**src/rtl/hockey_pkg.sv**
```systemverilog
// hockey_pkg: shared definitions for the air-hockey match controller.
//   - state_t   : FSM state codes (PAUSE only when HOCKEY_PAUSE_EN is defined)
//   - KEY_*     : PS/2 set-2 make codes the controller reacts to
//   - key_mode  : mode-key decoder, returns {valid, mode index}
//   - mode_step : goal step per tick for a given mode
// Build option: HOCKEY_PAUSE_EN adds the PAUSE state and its key code.
package hockey_pkg;

  typedef enum logic [2:0] {
    ST_MENU   = 3'd0,
    ST_PLAY   = 3'd1,
    ST_SCORED = 3'd2,
    ST_OVER   = 3'd3
`ifdef HOCKEY_PAUSE_EN
    , ST_PAUSE = 3'd4
`endif
  } state_t;

  localparam logic [7:0] KEY_START_A = 8'h29;  // space
  localparam logic [7:0] KEY_START_B = 8'h5A;  // enter
  localparam logic [7:0] KEY_MENU    = 8'h66;  // backspace
  localparam logic [7:0] KEY_QUIT    = 8'h76;  // escape
`ifdef HOCKEY_PAUSE_EN
  localparam logic [7:0] KEY_PAUSE   = 8'h4D;  // P
`endif

  // Digit row 1..8 selects modes 0..7.
  function automatic logic [3:0] key_mode(input logic [7:0] code);
    case (code)
      8'h16:   return 4'b1_000;
      8'h1E:   return 4'b1_001;
      8'h26:   return 4'b1_010;
      8'h25:   return 4'b1_011;
      8'h2E:   return 4'b1_100;
      8'h36:   return 4'b1_101;
      8'h3D:   return 4'b1_110;
      8'h3E:   return 4'b1_111;
      default: return 4'b0_000;
    endcase
  endfunction

  // Modes 0-3 keep goals static, 4-5 move slowly, 6-7 move fast.
  function automatic int mode_step(input logic [2:0] m, input int slow, input int fast);
    if (m >= 3'd6)      return fast;
    else if (m >= 3'd4) return slow;
    else                return 0;
  endfunction

endpackage

```
**src/rtl/goal_mover.sv**
```systemverilog
// goal_mover: one goal's top-row position with a bouncing direction.
// On step_en the position moves by `step` in the current direction; a move
// that would leave [0, Y_MAX] clamps to that bound and reverses direction.
// restart (or reset) reloads Y0 and the initial direction.
// Ports: clk, reset (sync, high), restart, step_en, step[Y_W], pos[Y_W] out.
module goal_mover #(
  parameter int Y_W     = 9,
  parameter int Y_MAX   = 320,
  parameter int Y0      = 160,
  parameter bit INIT_UP = 1'b1
) (
  input  logic           clk,
  input  logic           reset,
  input  logic           restart,
  input  logic           step_en,
  input  logic [Y_W-1:0] step,
  output logic [Y_W-1:0] pos
);

  localparam logic [Y_W:0] MAX_EXT = (Y_W+1)'(Y_MAX);

  logic         up_q;
  logic [Y_W:0] sum;

  // one extra bit so the downward overflow check cannot wrap
  assign sum = {1'b0, pos} + {1'b0, step};

  always_ff @(posedge clk) begin
    if (reset || restart) begin
      pos  <= Y_W'(Y0);
      up_q <= INIT_UP;
    end else if (step_en) begin
      if (up_q) begin
        if (pos < step) begin
          pos  <= '0;
          up_q <= 1'b0;
        end else begin
          pos <= pos - step;
        end
      end else if (sum > MAX_EXT) begin
        pos  <= Y_W'(Y_MAX);
        up_q <= 1'b1;
      end else begin
        pos <= sum[Y_W-1:0];
      end
    end
  end

endmodule

```
**src/rtl/hockey_game_ctrl.sv**
```systemverilog
// hockey_game_ctrl: air-hockey match controller.
// Owns the MENU/PLAY/SCORED/OVER(/PAUSE) FSM, mode selection, scores, the
// serve delay and two moving goals. All outputs are registered.
// Inputs : clk, reset (sync, high), tick, key_stb/key_code/key_rel, goal_l, goal_r
// Outputs: state, mode, score_l/r, goal_y_l/r, play_en, serve, win_l/r
// Build option: HOCKEY_PAUSE_EN enables the PAUSE state (key 0x4D).
module hockey_game_ctrl
  import hockey_pkg::*;
#(
  parameter int WIN_SCORE   = 7,
  parameter int SCORE_W     = 3,
  parameter int NUM_MODES   = 8,
  parameter int Y_W         = 9,
  parameter int SCREEN_H    = 480,
  parameter int GOAL_H      = 160,
  parameter int GOAL_Y0     = 160,
  parameter int STEP_SLOW   = 2,
  parameter int STEP_FAST   = 5,
  parameter int SERVE_TICKS = 60
) (
  input  logic               clk,
  input  logic               reset,
  input  logic               tick,
  input  logic               key_stb,
  input  logic [7:0]         key_code,
  input  logic               key_rel,
  input  logic               goal_l,
  input  logic               goal_r,
  output logic [2:0]         state,
  output logic [2:0]         mode,
  output logic [SCORE_W-1:0] score_l,
  output logic [SCORE_W-1:0] score_r,
  output logic [Y_W-1:0]     goal_y_l,
  output logic [Y_W-1:0]     goal_y_r,
  output logic               play_en,
  output logic               serve,
  output logic               win_l,
  output logic               win_r
);

  localparam int                 CNT_W = $clog2(SERVE_TICKS + 1);
  localparam logic [SCORE_W-1:0] WIN   = SCORE_W'(WIN_SCORE);

  state_t               state_q, state_d;
  logic [2:0]           mode_d, mode_idx;
  logic [SCORE_W-1:0]   score_l_d, score_r_d;
  logic                 win_l_d, win_r_d, play_en_d, serve_d;
  logic                 restart, make, mode_ok;
  logic [CNT_W-1:0]     cnt_q, cnt_d;
  logic [1:0][Y_W-1:0]  goal_y;
  logic [Y_W-1:0]       step;

  function automatic logic [SCORE_W-1:0] sat_inc(input logic [SCORE_W-1:0] s);
    return (s >= WIN) ? WIN : s + SCORE_W'(1);
  endfunction

  assign make              = key_stb & ~key_rel;
  assign {mode_ok, mode_idx} = key_mode(key_code);
  assign state             = state_q;
  assign step              = Y_W'(mode_step(mode, STEP_SLOW, STEP_FAST));

  // ---- state register (also holds all registered outputs) ----
  always_ff @(posedge clk) begin
    if (reset) begin
      state_q <= ST_MENU;
      mode    <= '0;
      score_l <= '0;
      score_r <= '0;
      win_l   <= 1'b0;
      win_r   <= 1'b0;
      play_en <= 1'b0;
      serve   <= 1'b0;
      cnt_q   <= '0;
    end else begin
      state_q <= state_d;
      mode    <= mode_d;
      score_l <= score_l_d;
      score_r <= score_r_d;
      win_l   <= win_l_d;
      win_r   <= win_r_d;
      play_en <= play_en_d;
      serve   <= serve_d;
      cnt_q   <= cnt_d;
    end
  end

  // ---- next state ----
  // Any make code in PLAY takes priority over a goal pulse in the same cycle.
  always_comb begin
    state_d = state_q;
    case (state_q)
      ST_MENU:
        if (make && (key_code == KEY_START_A || key_code == KEY_START_B))
          state_d = ST_PLAY;
      ST_PLAY:
        if (make) begin
          if (key_code == KEY_MENU)      state_d = ST_MENU;
          else if (key_code == KEY_QUIT) state_d = ST_OVER;
`ifdef HOCKEY_PAUSE_EN
          else if (key_code == KEY_PAUSE) state_d = ST_PAUSE;
`endif
        end else if (goal_l) begin
          state_d = (sat_inc(score_r) == WIN) ? ST_OVER : ST_SCORED;
        end else if (goal_r) begin
          state_d = (sat_inc(score_l) == WIN) ? ST_OVER : ST_SCORED;
        end
      ST_SCORED:
        if (make && key_code == KEY_MENU)                 state_d = ST_MENU;
        else if (tick && cnt_q == CNT_W'(SERVE_TICKS - 1)) state_d = ST_PLAY;
      ST_OVER:
        if (make && key_code == KEY_MENU) state_d = ST_MENU;
`ifdef HOCKEY_PAUSE_EN
      ST_PAUSE:
        if (make && key_code == KEY_MENU)       state_d = ST_MENU;
        else if (make && key_code == KEY_PAUSE) state_d = ST_PLAY;
`endif
      default: state_d = ST_MENU;
    endcase
  end

  // ---- outputs (next values of the registered outputs) ----
  always_comb begin
    mode_d    = mode;
    score_l_d = score_l;
    score_r_d = score_r;
    win_l_d   = win_l;
    win_r_d   = win_r;
    cnt_d     = cnt_q;
    restart   = 1'b0;
    case (state_q)
      ST_MENU: begin
        if (make && mode_ok && 32'(mode_idx) < NUM_MODES) mode_d = mode_idx;
        if (state_d == ST_PLAY) begin
          restart   = 1'b1;
          score_l_d = '0;
          score_r_d = '0;
          win_l_d   = 1'b0;
          win_r_d   = 1'b0;
        end
      end
      ST_PLAY: begin
        cnt_d = '0;  // SCORED always starts its delay from zero
        if (!make) begin
          if (goal_l) begin
            score_r_d = sat_inc(score_r);
            win_r_d   = (score_r_d == WIN);
          end else if (goal_r) begin
            score_l_d = sat_inc(score_l);
            win_l_d   = (score_l_d == WIN);
          end
        end
      end
      ST_SCORED:
        if (tick) cnt_d = (state_d == ST_PLAY) ? '0 : cnt_q + CNT_W'(1);
      default: ;
    endcase
    play_en_d = (state_d == ST_PLAY);
    // un-pausing resumes without a fresh serve
    serve_d   = play_en_d && (state_q == ST_MENU || state_q == ST_SCORED);
  end

  // ---- goals: index 0 = left (starts up), 1 = right (starts down) ----
  for (genvar g = 0; g < 2; g++) begin : g_goal
    goal_mover #(
      .Y_W     (Y_W),
      .Y_MAX   (SCREEN_H - GOAL_H),
      .Y0      (GOAL_Y0),
      .INIT_UP (g == 0)
    ) u_mover (
      .clk     (clk),
      .reset   (reset),
      .restart (restart),
      .step_en (tick && state_q == ST_PLAY),
      .step    (step),
      .pos     (goal_y[g])
    );
  end

  assign goal_y_l = goal_y[0];
  assign goal_y_r = goal_y[1];

endmodule

```
**config.mk**
```make
export PLATFORM = sky130hd
export DESIGN_NAME = hockey_game_ctrl
export DESIGN_NICKNAME = d
export VERILOG_FILES = /design/src/rtl/hockey_pkg.sv /design/src/rtl/goal_mover.sv /design/src/rtl/hockey_game_ctrl.sv
export SDC_FILE = /design/constraint.sdc
export NUM_CORES = 1
export LEC_CHECK = 0
export CORE_UTILIZATION = 55
export DETAILED_ROUTE_END_ITERATION = 8
export PLACE_DENSITY = 0.83
export RECOVER_POWER = 50
export SKIP_CTS_REPAIR_TIMING = 1
export SYNTH_ARGS = -nofsm -noshare
export SYNTH_HDL_FRONTEND = slang
export SYNTH_SLANG_ARGS = --single-unit
```
**constraint.sdc**
```tcl
create_clock -name clk -period 3.77 [get_ports clk]
set_input_delay 1.131 -clock clk [delete_from_list [all_inputs] [get_ports clk]]
set_output_delay 1.131 -clock clk [all_outputs]
set_load 0.005 [all_outputs]
```
# Word-level counts from Yosys, hierarchy flattened

Cells that the tools add are included.

Add/sub/neg operators: 7
Multiplexer cells: 50
Reduce and logical (&&, ||, !) cells: 16
Equality and inequality tests: 25
Bitwise logic cells: 2
Order comparisons: 8

Operators with widths:

| kind                                                | number |
|---|---|
| == test 8 x 6 -> 1 bit, second input constant       | 7 |
| 2-to-1 mux 3 bit                                    | 18 |
| 2-to-1 mux 9 bit                                    | 6 |
| case mux 4 bit (8 select lines)                     | 1 |
| == test 8 x 7 -> 1 bit, second input constant       | 3 |
| adder 9 x 3 -> 10 bit                               | 2 |
| > comparator 10 x 9 -> 1 bit, second input constant | 2 |
| less-than comparator 9 x 3 -> 1 bit                 | 2 |
| subtractor 9 x 3 -> 9 bit                           | 2 |
| == test 8 x 5 -> 1 bit, second input constant       | 2 |
| 2-to-1 mux 1 bit                                    | 16 |
| >= comparator 3 bit, second input constant          | 4 |
| 2-to-1 mux 6 bit                                    | 2 |
| != test 2 bit, second input constant                | 6 |
| case mux 3 bit (2 select lines)                     | 2 |
| case mux 3 bit (4 select lines)                     | 1 |
| case mux 6 bit (2 select lines)                     | 1 |
| adder 3 x 1 -> 3 bit, second input constant         | 2 |
| adder 6 x 1 -> 6 bit, second input constant         | 1 |
| == test 3 x 1 -> 1 bit, second input constant       | 2 |
| == test 3 x 2 -> 1 bit, second input constant       | 2 |
| == test 3 bit, second input constant                | 2 |
| == test 6 bit, second input constant                | 1 |
| logical AND 1 bit                                   | 6 |
| other kinds (10)                                    | 15 |

Output and inout bits: 34
Input port bits: 15
Bits in registers: 42

# Logic depth before layout (Yosys ltp)

Gate-level depths: netlist (run 1).

Depth after elaboration: 12
Mapped depth: 11
Gate-level depth less buffers: 11

# Hierarchy

A second synthesis (run 1) with hierarchy kept.

Cells, all modules: 536
Area total of the unflattened synthesis: 4,319.1 µm²

Modules (own cells, without submodules):

| module                          | sequential area each (µm²) | cells each | area each (µm²) | times used |
|---|---|---|---|---|
| goal_mover at g_goal[0].u_mover | 200.2                      | 180        | 1,470.2         | 1 |
| goal_mover at g_goal[1].u_mover | 200.2                      | 192        | 1,460.2         | 1 |
| hockey_game_ctrl                | 440.4                      | 164        | 1,388.8         | 1 |

# Least setup slack after synthesis (run 1)

No wires, ideal clock.

Kind: register to register
From: register mode[2]
To: register g_goal[0].u_mover.pos[3]
Library setup time: 0.125 ns
Path slack: 1.054 ns
Clock period less this slack: 2.716 ns
Arrival time: 2.592 ns
Stages on the path, launching flop included: 12
Cells stage by stage: dfxtp_1 -> and2_1 -> ha_1 -> inv_1 -> fa_1 -> nor2b_4 -> o2111ai_2 -> xor2_1 -> nor4b_1 -> nor2_1 -> a221oi_1 -> nor3_1

Word-level cells in the longest chain between the ends: 7
Elaborated cells between the ends (all ways): 11
Those cells by class: 2 x add/sub; 4 x order compare; 5 x mux

RTL lines:

| item                         | RTL line               | text |
|---|---|---|
| from (decl)                  | hockey_game_ctrl.sv:30 | `output logic [2:0] mode,` |
| from (signal assigned)       | hockey_game_ctrl.sv:76 | `mode <= mode_d;` |
| >= comparator 3 bit          | hockey_pkg.sv:45       | `else if (m >= 3'd4) return slow;` |
| 2-to-1 mux 2 bit             | hockey_pkg.sv:45       |  |
| 2-to-1 mux 3 bit *           | hockey_pkg.sv:44       | `if (m >= 3'd6) return fast;` |
| adder 9 x 3 -> 10 bit        | goal_mover.sv:26       | `assign sum = {1'b0, pos} + {1'b0, step};` |
| > comparator 10 x 9 -> 1 bit | goal_mover.sv:40       | `end else if (sum > MAX_EXT) begin` |
| 2-to-1 mux 9 bit             | goal_mover.sv:40       |  |
| 2-to-1 mux 9 bit *           | goal_mover.sv:33       | `if (up_q) begin` |
| to (signal assigned)         | goal_mover.sv:30       | `pos <= Y_W'(Y0);` |
| to (signal assigned)         | goal_mover.sv:41       | `pos <= Y_W'(Y_MAX);` |
| to (signal assigned)         | goal_mover.sv:44       | `pos <= sum[Y_W-1:0];` |
| to (decl)                    | goal_mover.sv:17       | `output logic [Y_W-1:0] pos` |

Every way passes the cells marked *; elsewhere a longest branch is shown, timed or not.
A chain may end at the register's enable or synchronous reset.

# Final worst setup path (run 1)

From: input key_code[4]
To: register win_l

Word-level cells in the longest chain between the ends: 8
Elaborated cells between the ends (all ways): 17
Those cells by class: 6 x eq/ne; 7 x mux; 4 x reduce/logical

RTL lines:

| item                                                         | RTL line                                       | text |
|---|---|---|
| from (decl)                                                  | hockey_game_ctrl.sv:25                         | `input logic [7:0] key_code,` |
| == test 8 x 7 -> 1 bit (tied with other cells)               | hockey_game_ctrl.sv:98                         | `else if (key_code == KEY_QUIT) state_d = ST_OVER;` |
| 2-to-1 mux 3 bit / logical OR 1 bit (equally long branches)  | hockey_game_ctrl.sv:98, hockey_game_ctrl.sv:93 |  |
| 2-to-1 mux 3 bit / logical AND 1 bit (equally long branches) | hockey_game_ctrl.sv:97, hockey_game_ctrl.sv:93 |  |
| 2-to-1 mux 3 bit (on tied branches)                          | hockey_game_ctrl.sv:96, hockey_game_ctrl.sv:93 |  |
| case mux 3 bit (4 select lines) *                            | hockey_game_ctrl.sv:91                         | `case (state_q)` |
| == test 3 x 1 -> 1 bit *                                     | hockey_game_ctrl.sv:133                        | `if (state_d == ST_PLAY) begin` |
| != test 2 bit (no source line) *                             | -                                              |  |
| AND reduction 5 bit (no source line) *                       | -                                              |  |
| to (signal assigned)                                         | hockey_game_ctrl.sv:79                         | `win_l <= win_l_d;` |
| to (decl)                                                    | hockey_game_ctrl.sv:37                         | `output logic win_l,` |

Marked as above.

==> impl_metrics.env, run 1 <==
export IMPL_outcome="completed"
export IMPL_finalHoldViolations=0
export IMPL_htree_levels=2
export IMPL_cts_buffers=5
export IMPL_grt_pass1_wl_um=14700
export IMPL_yosysUniqueCellTypes=82
export IMPL_core_area_sq_um=6060
export IMPL_avgSynthCellArea_sq_um=7.79
export IMPL_yosysWarnings=0
export IMPL_swShare_pct=23.4
export IMPL_yosys_area_top_type="dfxtp_1"
export IMPL_track_usage_pct=27.9
export IMPL_period_share_pct=83.5
export IMPL_fin_nets=526
export IMPL_hp_class="flip-flop to flip-flop"
export IMPL_skew_ps=6.62
export IMPL_via_per_inst=6.27
export IMPL_relSlewSlack_pct=61.1
export IMPL_comb_power_share_pct=7.0
export IMPL_chipWidth_um=82.3
export IMPL_cp_arrival_ps=3320
export IMPL_synth_edf_count=0
export IMPL_rsz0062_at_grt="false"
export IMPL_die_area_sq_um=6770
export IMPL_ys_seq_area_share_pct=23.7
export IMPL_wl_met2_um=4240
export IMPL_synthCells=455
export IMPL_fp_row_count=28
export IMPL_cp_start_kind="input port"
export IMPL_wl_met3_um=441
export IMPL_worstMarginPinSlew_ps=582
export IMPL_async_reset_ff_share_pct=0
export IMPL_instances_no_fill=565
export IMPL_hpwl_um=6510
export IMPL_routedWlPerCell_um=15.5
export IMPL_n_antenna_cell=0
export IMPL_synth_area_leaders="dfxtp_1, ha_1, o21ai_0, a21oi_1, nand2_1"
export IMPL_syn_area_sq_um=3550
export IMPL_internal_power_w=0.000620
export IMPL_ys_seq_elements=42
export IMPL_critPathRequiredTime_ps=3950
export IMPL_setup_violations=0
export IMPL_num_vias=3545
export IMPL_grt_ovfl_total=0
export IMPL_drt_iter0_drc=182
export IMPL_fin_setup_tns_ps=0
export IMPL_drv_slew=0
export IMPL_ys_flop_type="dfxtp_1"
export IMPL_yosysTopAreaCellShare_pct=23.7
export IMPL_clock_sinks=42
export IMPL_ant_nets=0
export IMPL_worstSetupPathType="input port to flip-flop"
export IMPL_p_per_area_nw_per_um2=197
export IMPL_p_sw_w=0.000189
export IMPL_grt_max_degree=20
export IMPL_hold_start="cnt_q[1]"
export IMPL_cts_root_buf="clkbuf_8"
export IMPL_path_max_fanout=7
export IMPL_drc=0
export IMPL_die_h_um=82.3
export IMPL_power_leakage_nw=1.55
export IMPL_r2r_start="mode[1]"
export IMPL_ioPinCount=49
export IMPL_power_frac_clock_pct=37.3
export IMPL_max_freq_mhz=318
export IMPL_io_buffers=48
export IMPL_wl_met1_um=3970
export IMPL_fin_ws_ps=622
export IMPL_period_needed_ps=3150
export IMPL_place_gp_congestion=0.911
export IMPL_hold_slack_ps=487
export IMPL_drt_total_wl_um=8780
export IMPL_clk_latency_ps=300
export IMPL_cap_viol_max_count=0
export IMPL_fin_util_pct=67.7
export IMPL_drive_gt1_share_pct=8.98
export IMPL_drt_pass1_iterations=4
export IMPL_post_place_ws_ps=426
export IMPL_irDropWorstVdd_mv=0.180
export IMPL_clockBufferDepth=2
export IMPL_top_layer="met4"
export IMPL_dp_cells=557
export IMPL_power_share_sequential_pct=55.6
export IMPL_initial_core_util_pct=58.5
export IMPL_antenna_found_initial=0
export IMPL_cts_tree="built"
export IMPL_cp_end_kind="flip-flop"
export IMPL_crit_start="key_code[4]"
export IMPL_grt_pass1_vias=3246
export IMPL_syn_nets=492
export IMPL_area_growth_synth_to_final_pct=15.7
export IMPL_path_clk_slew_ps=80
## final timing paths
check	end	slack, ps	cells past startpoint
worst max-delay path	win_l	620	8
worst max register to register	g_goal[0].u_mover.pos[4]	670	11
worst min register to register	cnt_q[1]	490	2
worst min-delay path	cnt_q[1]	490	2
## final cells by class
cell class / count / area [sq um]
flip-flops and latches: 42 / 841
fillers: 519 / 1960
clock buffers: 6 / 82.6
clock inverters: 2 / 12.5
multi-input cells: 360 / 2450
repair buffers: 54 / 526
well taps: 75 / 93.8
inverters: 26 / 97.6
## cells in the mapped netlist, drive strengths merged (4+ instances only)
master,instances
or2,5
nor2,33
nand3,12
nor2b,6
ha,18
fa,4
o31ai,4
inv,26
nand4,5
nand2b,17
nand2,36
buf,13
a31oi,5
o211ai,12
o21ai,41
nand4b,4
nand3b,4
nor3,21
dfxtp,42
or3,7
nor4,5
nor3b,4
a21oi,32
a22oi,5
and2,4
and3,5
clkbuf,14
a211oi,4
xor2,6
## layout by cell type, fill, tap and decap left out, types with 17 or more instances in the layout
master         Yosys  layout
dfxtp_1           42      42
o21ai_0           37      37
dlygate4sd3_1      0      36
nand2_1           34      34
nor2_1            33      33
a21oi_1           30      30
inv_1             26      26
nor3_1            21      21
ha_1              18      18
nand2b_1          17      17
## layer usage
metal,vias up,GRT usage (%)
met4,0,8.77
met5,-,0
li1,1754,-
met2,115,47.7
met1,1666,35.4
met3,10,4.95
## worst max-delay path, cell delays in order
cell	delay, ps
dlygate4sd3_1	680
inv_1	120
o32ai_1	450
a41oi_2	230
nand3_1	150
a21boi_0	100
nor3_1	310
o21ai_0	150
## power by group through the flow
stage | registers [W] | logic [W] | clock network [W]
final | 0.000450 | 0.0000569 | 0.000302
after global routing | 0.000451 | 0.0000612 | 0.000324
after CTS | 0.000450 | 0.0000575 | 0.000309
after detailed placement | 0.000460 | 0.0000574 | 0
after global placement | 0.000460 | 0.0000561 | 0
after floorplan | 0.000456 | 0.0000317 | 0
## cell families (layout without fill, tap and decap cells)
kind of cell    count (synthesis)  in the layout  share of synthesized area, %
compound gates                144            144                          28.0
simple gates                  182            182                          29.4
flops                          42             42                          23.7
other cells                     1              1                         0.106
buf+inv                        53             88                          7.23
mux                             4              4                          1.16
fa+ha+maj                      22             22                          8.61
xor+xnor                        7              7                          1.73
## per-stage QoR
stage	instance area (sq um)	total power, W
2_1_floorplan	3550	0.000488
3_3_place_gp	4010	0.000516
3_5_place_dp	4010	0.000518
4_1_cts	4100	0.000816
5_1_grt	4100	0.000836
6_report	4100	0.000809
## sequential cells by signal, indices dropped and copies added, names as in the netlist
signal / cells
g_goal.u_mover.pos: 18
cnt_q: 6
mode: 3
score_l: 3
score_r: 3
state: 3
g_goal.u_mover.up_q: 2
play_en: 1
serve: 1
win_l: 1
win_r: 1
Note: power is estimated with default switching activity, not from simulation.
==> run 2: changes to the inputs <==
- clock period: 3.77 -> 3.2 ns (I/O delays scaled with it)
==> run 2 against run 1 <==
Sequential cell count unchanged. Utilization is 0.64 points higher. Sequential share of layout area fell by 0.19 points. First-iteration DRC count rose by 24%. Sequential power is 18% higher. Clock power rose by 35%. Cell area up 0.95%. Largest cell class unchanged. Largest power group unchanged.
==> impl_metrics.env, run 2 (synthesis gave the netlist of run 1 again) <==
export IMPL_largest_reg_flops=18
export IMPL_drive_gt1_share_pct=9.53
export IMPL_max_stage_delay_ps=440
export IMPL_io_buffers=48
export IMPL_outcome="completed"
export IMPL_grt_pass1_vias=3215
export IMPL_drt_pass1_iterations=5
export IMPL_chipWidth_um=82.3
export IMPL_cap_viol_max_count=0
export IMPL_internal_power_w=0.000788
export IMPL_path_max_fanout=6
export IMPL_relSlewSlack_pct=54.4
export IMPL_place_gp_congestion=0.881
export IMPL_die_area_sq_um=6770
export IMPL_period_needed_ps=2910
export IMPL_track_usage_pct=27.7
export IMPL_largest_register="g_goal.u_mover.pos"
export IMPL_r2r_start="mode[2]"
export IMPL_cts_buffers=5
export IMPL_die_h_um=82.3
export IMPL_hp_class="flip-flop to flip-flop"
export IMPL_met2_usage_pct=47.5
export IMPL_n_antenna_cell=0
export IMPL_cp_arrival_ps=3160
export IMPL_rsz0062_at_grt="false"
export IMPL_grt_max_degree=27
export IMPL_cp_start_kind="flip-flop"
export IMPL_swShare_pct=21.8
export IMPL_met3_usage_pct=4.40
export IMPL_layout_common_cells="dfxtp_1, o21ai_0, nand2_1, dlygate4sd3_1, nor2_1"
export IMPL_multi_input_area_sq_um=2450
export IMPL_grt_ovfl_total=0
export IMPL_fin_nets=529
export IMPL_hpwl_um=6700
export IMPL_grt_pass1_wl_um=14600
export IMPL_period_share_pct=91.1
export IMPL_drt_iter0_drc=226
export IMPL_htree_levels=2
export IMPL_initial_core_util_pct=58.5
export IMPL_clk_latency_ps=290
export IMPL_path_clk_slew_ps=80
export IMPL_top_regs="g_goal.u_mover.pos x18, cnt_q x6"
export IMPL_hold_start="win_l"
export IMPL_cp_num_buf_inv=1
export IMPL_n_fill_cell=492
export IMPL_fp_row_count=28
export IMPL_cp_slowest_cell="a221o_1"
export IMPL_drv_slew=0
export IMPL_p_sw_w=0.000220
export IMPL_min_to="win_l"
export IMPL_area_growth_synth_to_final_pct=16.8
export IMPL_path_cells="and2_1 > ha_1 > inv_1 > fa_1 > xor2_1 > and3_1 > a21oi_1 > o211a_1 > a221o_1 > o221ai_1 > o211a_1"
export IMPL_clockBufferDepth=2
export IMPL_skew_ps=3.60
export IMPL_core_area_sq_um=6060
export IMPL_finalHoldViolations=0
export IMPL_irDropWorstVdd_mv=0.263
export IMPL_worstMarginPinSlew_ps=682
export IMPL_setup_violations=0
export IMPL_fin_setup_tns_ps=0
export IMPL_worstSetupPathType="flip-flop to flip-flop"
export IMPL_layout_commonest_cell="dfxtp_1"
export IMPL_power_frac_clock_pct=40.6
export IMPL_cts_tree="built"
export IMPL_power_share_sequential_pct=52.6
export IMPL_clock_sinks=42
export IMPL_drc=0
export IMPL_crit_family="compound AO/OA/AOI/OAI gates"
export IMPL_holdPathStages=2
export IMPL_seq_area_sq_um=841
export IMPL_instances_no_fill=568
export IMPL_ioPinCount=49
export IMPL_ff2ff_path_depth=11
export IMPL_ant_nets=0
export IMPL_dp_cells=560
export IMPL_num_vias=3664
export IMPL_comb_power_share_pct=6.9
export IMPL_critPathRequiredTime_ps=3440
export IMPL_routedWlPerCell_um=15.7
export IMPL_via_per_inst=6.45
export IMPL_grt_busiest_layer="met2"
export IMPL_cp_end_kind="flip-flop"
export IMPL_drt_total_wl_um=8930
export IMPL_p_per_area_nw_per_um2=244
export IMPL_antenna_found_initial=0
export IMPL_r2r_slack_ps=290
export IMPL_use_met1_pct=35.7
export IMPL_cts_root_buf="clkbuf_8"
export IMPL_crit_top_cell="o211a_1"
export IMPL_max_freq_mhz=343
export IMPL_power_leakage_nw=1.57
export IMPL_r2r_end="g_goal[1].u_mover.pos[2]"
export IMPL_hold_slack_ps=476
[run 2: cell count changes in the layout (fill, tap and decap cells not counted), sizes merged]
cell,before,now
buf,6,8
clkdlybuf4s50,12,14
dlygate4sd3,36,34
bufinv,0,1
clkinv,1,2
clkinvlp,1,0
[run 2: worst min-delay path: cells and delay by family (launching register included)]
kind             cells  cell delay (ps)
AO/OA/AOI/OAI        1               60
flip-flops           1              310
AND/OR/NAND/NOR      1               60
[run 2: final cells by class]
class                      count  area share (%)
inverter                      26            2.36
multi-input combinational    360            59.3
timing repair buffer          57            13.1
tap                           75            2.27
clock inverter                 3           0.967
sequential                    42            20.3
clock buffer                   5            1.66
[run 2: power groups by stage]
stage | clock network (W) | registers [W] | logic [W]
2_1_floorplan | 0 | 0.000538 | 0.0000374
3_3_place_gp | 0 | 0.000542 | 0.0000685
3_5_place_dp | 0 | 0.000542 | 0.0000696
4_1_cts | 0.000414 | 0.000530 | 0.0000699
5_1_grt | 0.000442 | 0.000531 | 0.0000760
6_report | 0.000409 | 0.000530 | 0.0000693
[run 2: how the worst max path moves through the flow]
stage                            from                  endpoint  slack [ps]  cells after the start
after floorplan               mode[2]  g_goal[0].u_mover.pos[3]         480                     11
after global placement    key_code[5]                  cnt_q[4]         160                      7
after detailed placement  key_code[4]                score_l[0]          50                      8
after CTS                     mode[1]  g_goal[0].u_mover.pos[4]         210                     11
after global routing          mode[1]  g_goal[1].u_mover.pos[2]          80                     11
final                         mode[2]  g_goal[1].u_mover.pos[2]         290                     11
[run 2: metal layers]
metal | vias up | part of all wire, %
met5 | - | 0
met4 | 0 | 0.94
met3 | 10 | 6.8
met2 | 160 | 49
met1 | 1734 | 43
li1 | 1760 | -
[run 2: per-stage QoR]
stage	cell area, sq um	util [%]	setup WS, ps	power, W
6_report	4140	68.3	285	0.00101
5_1_grt	4140	68.3	77.9	0.00105
4_1_cts	4140	68.3	207	0.00101
3_5_place_dp	4030	66.5	45.6	0.000612
3_3_place_gp	4030	66.5	159	0.000611
2_1_floorplan	3550	-	484	0.000575
==> run 3: changes to the inputs <==
- REMOVE_ABC_BUFFERS: not set -> 1
==> run 3 against run 2 <==
Final cell count is 0.88% higher. Wire length is 4.2% higher. Total power is 10% higher. Sequential power hardly changed. Non-clock buffer count is 5 higher. Cell area is 1.5% higher. First-iteration DRC count is 60% higher. Critical path depth is 1 higher. Via count is 0.11% lower. Die area stayed put. Critical path type unchanged. Critical endpoint is now g_goal[1].u_mover.pos[1]. Highest routed layer unchanged.
==> impl_metrics.env, run 3 (synthesis gave the netlist of run 1 again) <==
export IMPL_outcome="completed"
export IMPL_ant_nets=0
export IMPL_drv_slew=0
export IMPL_rsz0062_at_grt="false"
export IMPL_clockBufferDepth=2
export IMPL_fin_nets=534
export IMPL_dp_cells=565
export IMPL_finalHoldViolations=0
export IMPL_track_usage_pct=28.8
export IMPL_crit_top_cell="o211a_1"
export IMPL_top_regs="g_goal.u_mover.pos x18, cnt_q x6"
export IMPL_period_needed_ps=2920
export IMPL_clock_sinks=42
export IMPL_hold_slack_ps=480
export IMPL_antenna_found_initial=0
export IMPL_cp_slowest_cell="a221o_1"
export IMPL_skew_ps=11.2
export IMPL_core_area_sq_um=6060
export IMPL_drt_iter0_drc=361
export IMPL_cp_start_kind="flip-flop"
export IMPL_worstSetupPathType="flip-flop to flip-flop"
export IMPL_drc=0
export IMPL_relSlewSlack_pct=60.1
export IMPL_p_per_area_nw_per_um2=265
export IMPL_cts_root_buf="clkbuf_8"
export IMPL_path_clk_slew_ps=90
export IMPL_grt_pass1_wl_um=15100
export IMPL_grt_pass1_vias=3285
export IMPL_fin_util_pct=69.3
export IMPL_path_cells="and2_2 > buf_4 > ha_1 > inv_1 > fa_1 > xor2_1 > and3_1 > a21oi_1 > o211a_1 > a221o_1 > o221ai_1 > o211a_1"
export IMPL_cp_arrival_ps=3170
export IMPL_n_antenna_cell=0
export IMPL_cap_viol_max_count=0
export IMPL_period_share_pct=91.4
export IMPL_initial_core_util_pct=58.5
export IMPL_post_place_ws_ps=166
export IMPL_max_stage_delay_ps=420
export IMPL_htree_levels=2
export IMPL_drt_total_wl_um=9300
export IMPL_crit_family="compound AO/OA/AOI/OAI gates"
export IMPL_fin_setup_tns_ps=0
export IMPL_fp_row_count=28
export IMPL_cts_buffers=5
export IMPL_drive_gt1_share_pct=10.4
export IMPL_irDropWorstVdd_mv=0.233
export IMPL_largest_reg_flops=18
export IMPL_die_area_sq_um=6770
export IMPL_max_freq_mhz=342
export IMPL_largest_register="g_goal.u_mover.pos"
export IMPL_power_leakage_nw=1.61
export IMPL_num_vias=3660
export IMPL_chipWidth_um=82.3
export IMPL_die_h_um=82.3
export IMPL_grt_max_degree=27
export IMPL_place_gp_congestion=0.904
export IMPL_hp_class="flip-flop to flip-flop"
export IMPL_ioPinCount=49
export IMPL_cp_num_buf_inv=2
export IMPL_fin_ws_ps=276
export IMPL_instances_no_fill=573
export IMPL_layout_commonest_cell="dfxtp_1"
export IMPL_setup_violations=0
export IMPL_worstMarginPinSlew_ps=597
export IMPL_cp_end_kind="flip-flop"
export IMPL_path_max_fanout=6
export IMPL_io_buffers=48
export IMPL_clk_latency_ps=300
export IMPL_area_growth_synth_to_final_pct=18.5
export IMPL_routedWlPerCell_um=16.2
export IMPL_hpwl_um=6940
export IMPL_grt_ovfl_total=0
export IMPL_critPathRequiredTime_ps=3450
export IMPL_drt_pass1_iterations=5
export IMPL_layout_common_cells="dfxtp_1, o21ai_0, dlygate4sd3_1"
export IMPL_cts_tree="built"
export IMPL_via_per_inst=6.39
[run 3: cell count changes in the layout (fill, tap and decap cells not counted)]
cell             delta
a41oi_1             +1
a41oi_2             -1
and2_1              -1
and2_2              +1
buf_4               +5
bufinv_16           +1
clkdlybuf4s50_1     -1
clkinv_2            -2
clkinv_4            +1
dlygate4sd3_1       +1
[run 3: power by group]
| group | internal, W | switching, W | total (W) |
|---|---|---|---|
| clock | 0.000313 | 0.000198 | 0.000511 |
| combinational | 0.0000370 | 0.0000364 | 0.0000735 |
| sequential | 0.000524 | 0.00000628 | 0.000530 |
| total | 0.000874 | 0.000241 | 0.00111 |
[run 3: per-layer routing]
layer,part of all wire (%),routed length (um),GRT usage (%)
met1,45,4200,36.6
met2,48,4460,49.0
met3,5.2,487,4.40
met4,1.6,148,10.2
met5,0,0,0
[run 3: worst min-delay path: cells and delay by family, from the launching register on]
kind | cells | cell delay (ps)
AND/OR/NAND/NOR | 1 | 60
flip-flops | 1 | 330
AO/OA/AOI/OAI | 1 | 50
[run 3: stage by stage]
step                      total power [W]  area, sq um
after floorplan                  0.000567         3390
after global placement           0.000615         4070
after detailed placement         0.000617         4070
after CTS                         0.00112         4200
after global routing              0.00115         4200
final                             0.00111         4200
[run 3: final cells by class]
class | instances | area, sq um
flip-flops and latches | 42 | 841
repair buffers | 62 | 582
clock buffers | 5 | 68.8
well taps | 75 | 93.8
clock inverters | 3 | 68.8
inverters | 26 | 97.6
multi-input cells | 360 | 2450
fillers | 532 | 1860
[run 3: final timing paths]
check	from	end	slack (ps)	cells past startpoint
max	mode[1]	g_goal[1].u_mover.pos[1]	280	12
min	mode[2]	mode[2]	480	2
max reg2reg	mode[1]	g_goal[1].u_mover.pos[1]	280	12
min reg2reg	mode[2]	mode[2]	480	2
